===== src/rtl/id_issue_queue.sv =====
// ID->issue buffer: DEPTH-entry circular FIFO of decoded scoreboard entries
// with a cap on resident control-flow entries.
module id_issue_queue #(
    parameter int DEPTH      = 4,
    parameter int DATA_WIDTH = 64,
    parameter int MAX_CF     = 2
) (
    input  logic                         clk_i,
    input  logic                         rst_i,
    input  logic                         flush_i,
    input  logic                         valid_i,
    output logic                         ready_o,
    input  logic [DATA_WIDTH-1:0]        data_i,
    input  logic                         is_ctrl_flow_i,
    output logic                         valid_o,
    output logic [DATA_WIDTH-1:0]        data_o,
    output logic                         is_ctrl_flow_o,
    input  logic                         ack_i,
    output logic [$clog2(DEPTH):0]       usage_o,
    output logic [$clog2(MAX_CF):0]      cf_cnt_o
);

    localparam int PW = $clog2(DEPTH);
    localparam int UW = $clog2(DEPTH) + 1;
    localparam int CW = $clog2(MAX_CF) + 1;
    localparam logic [UW-1:0] DEPTH_U = UW'(DEPTH);
    localparam logic [CW-1:0] MAX_CF_U = CW'(MAX_CF);

    logic [DATA_WIDTH-1:0] mem_q [DEPTH];
    logic [DATA_WIDTH-1:0] mem_d [DEPTH];
    logic [DEPTH-1:0]      tag_q, tag_d;
    logic [PW-1:0]         wr_ptr_q, wr_ptr_d;
    logic [PW-1:0]         rd_ptr_q, rd_ptr_d;
    logic [UW-1:0]         usage_q, usage_d;
    logic [CW-1:0]         cf_q, cf_d;
    logic                  enq, deq;

    assign valid_o        = (usage_q != '0);
    assign data_o         = mem_q[rd_ptr_q];
    assign is_ctrl_flow_o = tag_q[rd_ptr_q];
    assign usage_o        = usage_q;
    assign cf_cnt_o       = cf_q;

    assign deq = ack_i & valid_o;
    // Stall on the cf cap regardless of the incoming tag so ready has no data path.
    assign ready_o = !flush_i
                   & ((usage_q < DEPTH_U) | deq)
                   & ((cf_q < MAX_CF_U) | (deq & is_ctrl_flow_o));
    assign enq = valid_i & ready_o;

    always_comb begin
        mem_d    = mem_q;
        tag_d    = tag_q;
        wr_ptr_d = wr_ptr_q;
        rd_ptr_d = rd_ptr_q;
        usage_d  = usage_q + UW'(enq) - UW'(deq);
        cf_d     = cf_q + CW'(enq & is_ctrl_flow_i)
                        - CW'(deq & is_ctrl_flow_o);
        if (enq) begin
            mem_d[wr_ptr_q] = data_i;
            tag_d[wr_ptr_q] = is_ctrl_flow_i;
            wr_ptr_d        = wr_ptr_q + PW'(1);
        end
        if (deq) begin
            rd_ptr_d = rd_ptr_q + PW'(1);
        end
        // Flush empties the queue but leaves storage contents in place.
        if (flush_i) begin
            wr_ptr_d = '0;
            rd_ptr_d = '0;
            usage_d  = '0;
            cf_d     = '0;
        end
    end

    always_ff @(posedge clk_i or posedge rst_i) begin
        if (rst_i) begin
            for (int i = 0; i < DEPTH; i++) begin
                mem_q[i] <= '0;
            end
            tag_q    <= '0;
            wr_ptr_q <= '0;
            rd_ptr_q <= '0;
            usage_q  <= '0;
            cf_q     <= '0;
        end else begin
            mem_q    <= mem_d;
            tag_q    <= tag_d;
            wr_ptr_q <= wr_ptr_d;
            rd_ptr_q <= rd_ptr_d;
            usage_q  <= usage_d;
            cf_q     <= cf_d;
        end
    end

endmodule


===== config.mk =====
export PLATFORM = sky130hd
export DESIGN_NAME = id_issue_queue
export DESIGN_NICKNAME = d
export VERILOG_FILES = /design/src/rtl/id_issue_queue.sv
export SDC_FILE = /design/constraint.sdc
export NUM_CORES = 1
export LEC_CHECK = 0
export ABC_AREA = 1
export CAP_MARGIN = 15
export CORE_ASPECT_RATIO = 1.75
export CORE_UTILIZATION = 50
export CTS_CLUSTER_SIZE = 12
export DETAILED_ROUTE_END_ITERATION = 8
export GPL_ROUTABILITY_DRIVEN = 0
export MAX_ROUTING_LAYER = met4
export PLACE_DENSITY = 0.81
export SYNTH_ARGS = -nofsm -noshare
export SYNTH_HDL_FRONTEND = slang
export SYNTH_SLANG_ARGS = --single-unit
export TNS_END_PERCENT = 100

===== constraint.sdc =====
create_clock -name clk_i -period 8.6 [get_ports clk_i]
set_clock_uncertainty 0.1 [all_clocks]
set_input_delay 1.29 -clock clk_i [delete_from_list [all_inputs] [get_ports clk_i]]
set_output_delay 1.29 -clock clk_i [all_outputs]
set_load 0.05 [all_outputs]

==> impl_results.md <==
- Startpoint Class: flop
- Critical path cell sequence: clkinv_2 > buf_4 > o21ai_0 > o22ai_1 > clkdlybuf4s50_1
- Slew HR: -0.0329%
- Skew-Pair Late Insertion Delay: 0.55 ns
- Top FF cell, synth: dfrtp_1
- CTS tree: done
- Top-count cell post-synth: nand2_1
- First-pass GRT wire length: ~63 mm
- DP Worst Slack: 3.89 ns
- Clock slew at reported path FFs: roughly 0.06 ns
- Required time of the critical path: 7.21 ns
- Setup_tns: 0 ns
- Syn Inst Count: 1,591
- Min Tclk post-route: between 5 and 6 ns
- CTS Buf Count: 27
- Vias in the first global route: between 10,000 and 15,000
- Fmax achieved: roughly 190 MHz
- First-pass DRT Iterations: 5
- Unrepaired setup endpoints after global routing: no
- Pint: 0.00318 W
- Antenna violations before repair: 3
- Die height: roughly 220 um
- Worst vdd ir: between 0.0002 and 0.0003 V
- Crit-path leading delay family: buffers and inverters
- Final number of hold-violating endpoints: 0
- CTS HTree Levels: 1
- Crit path arrival time: around 4.0 ns
- Psw: 0.00270 W
- Layout area overhead: 15.2%
- Critical-path maximum fanout: 68
- Status: complete, but fails checks
- Violated checks: slew limit
- Mapped cell area: 0.0130 mm^2
- Slowest cell on crit path: clkinv_2
- Grt ovf: 0
- Flop pwr share: 34.2%
- Switching portion of total power: between 40% and 50%
- Worst path buffer plus inverter count: 3
- Worst setup EP type: output pin
- Pleak: 7.45 nW
- Post-synth EDFFs: 0
- CP Class: reg -> out
- # DRC: 0
- Async S/R FF share, synth: 100%
- Layout Nets: 1,700
- Final setup viols: 0
- Net count of the mapped netlist: 1,670
- Mean post-synth cell area: 8.20 um^2
- Wire per inst: approximately 20 um
- Top-area cell type share of the netlist area: 51.6%
- Die Wd: between 100 and 150 um
- CP peak stage delay: roughly 0.83 ns
- Count of state elements after synthesis: roughly 270
- Hpwl dp: 20.9 mm
- Total I/O pin count: 142
- Area of the core: about 0.025 mm^2
- Post-route ant nets: 0
- Synth area leader: dfrtp_1
- Worst Tran Pin Value: 1.50 ns
- Post-CTS resize count: 0
- Top cells by instance count after synthesis: 529 x nand2_1, 269 x dfrtp_1, 265 x nand4_1
- Post-Route WL: just under 40 mm
- GR Util All Layers: 30.7%
- Min-delay worst type: reg -> reg
- Max clock buf depth: 3
- PortBufs: 141
- Synth unique cells: 23
- 1st-iter DRT viols: 1,416
- Clock Power Share: 18.2%
- Leading post-synthesis cells by cell area: dfrtp_1 52%, nand2_1 15%, nand4_1 13%
- Row count: 77
- Post-CTS setup buffer count: 0
- Crit share post-route: 62.3%
- MaxCap Viol Count: 0
- Final Max Tran Viols: 5
- Num Clock Sinks: between 200 and 300
- Power, Total: 0.00587 W
- Pwr dens: 391 mW/mm^2
- Layout cell share with drive strength beyond 1: 3.99%
- Vias: 12,342
- Vias per std cell: approximately 6.3
- Starting Density: 51.3%
- Die Area: 0.0268 mm^2
- Worst setup margin: 3.24 ns
- Ys Warns: 0
- Combinational Power Share: 47.6%
- Largest net degree at the start of global routing: 264
- Root cell of the clock tree: clkbuf_16
- Sequential share of the synthesized area: 51.6%
- Post-CTS Hold Fix Bufs: 0
-- sequential cells by signal, summed over array words and instances (netlist names) --
name and flops:
mem_q 256, wr_ptr_q 2, rd_ptr_q 2, usage_o 3, cf_cnt_o 2, tag_q 4
-- metal layers --
metal / wire length [um] / vias to the layer above / track usage, %
met1: 14900 / 5988 / 38.1
met4: 2410 / 0 / 19.4
met2: 19400 / 689 / 47.6
met5: 0 / - / -
met3: 2810 / 153 / 2.91
li1: - / 5512 / -
-- power by group through the flow --
stage / Clock (W) / Combinational, W / Sequential, W
after floorplan: 0 / 0.00196 / 0.00195
after global placement: 0 / 0.00274 / 0.00200
after detailed placement: 0 / 0.00277 / 0.00202
after CTS: 0.00107 / 0.00278 / 0.00200
after global routing: 0.00112 / 0.00300 / 0.00206
final: 0.00107 / 0.00280 / 0.00201
-- worst paths after layout --
| kind | startpoint | endpoint | slack, ns | depth (start not counted) |
|---|---|---|---|---|
| min in group asynchronous | rst_i | mem_q[78] | 1.14 | 2 |
| max reg2reg | rd_ptr_q[0] | cf_cnt_o[1] | 4.04 | 12 |
| min reg2reg | mem_q[166] | mem_q[166] | 0.37 | 2 |
| max | rd_ptr_q[0] | data_o[15] | 3.24 | 5 |
| max in group asynchronous | rst_i | mem_q[250] | 5.91 | 3 |
| min | mem_q[166] | mem_q[166] | 0.37 | 2 |
-- layout by cell type (no fill, tap or decap), types with 2 or more instances in the layout --
cell type / instances
nor2_1: 133
clkinvlp_4: 2
buf_4: 15
xor2_1: 2
dfrtp_1: 267
a21oi_4: 2
o21ai_0: 131
a21oi_1: 4
clkbuf_8: 3
inv_2: 3
clkinv_2: 2
clkdlybuf4s50_1: 140
nand3_1: 7
clkbuf_1: 6
ha_1: 4
inv_1: 10
clkbuf_16: 27
diode_2: 3
ha_4: 2
o22ai_1: 64
nand2_1: 529
buf_12: 2
ha_2: 2
nand4_1: 265
-- cell families (layout without fill, tap and decap cells) --
logic type / count (synthesis) / count (layout) / synth area share (%)
simple gates: 936 / 936 / 32.2
xor+xnor: 3 / 3 / 0.202
fa+ha+maj: 9 / 9 / 0.921
other cells: 0 / 3 / 0
compound gates: 201 / 201 / 8.44
buf+inv: 173 / 212 / 6.65
flops: 269 / 269 / 51.6
-- tightest hold or removal path: stages, from the launching register on --
cell and delay (ns):
dfrtp_1 0.34, nand2_1 0.05, nand2_1 0.05
-- area by class of cell --
type                       instances  area, um^2
fill                            2242       10400
sequential                       269        6740
multi-input combinational       1149        5480
timing repair buffer             159        1590
clock buffer                      36         739
tap                              316         395
inverter                          15        61.3
clock inverter                     2        12.5
antenna                            3        7.51
-- metrics by stage --
stage,hold slack [ns],cell area [um^2],util [%],instances
3_5_place_dp,0.361,14200,56.0,1907
4_1_cts,0.376,15000,58.9,1945
5_1_grt,0.387,15000,59.1,1949
2_1_floorplan,0.344,13000,-,1591
6_report,0.374,15000,59.1,1949
3_3_place_gp,0.357,14200,56.0,1907
Power figures use the tool's default switching activity.
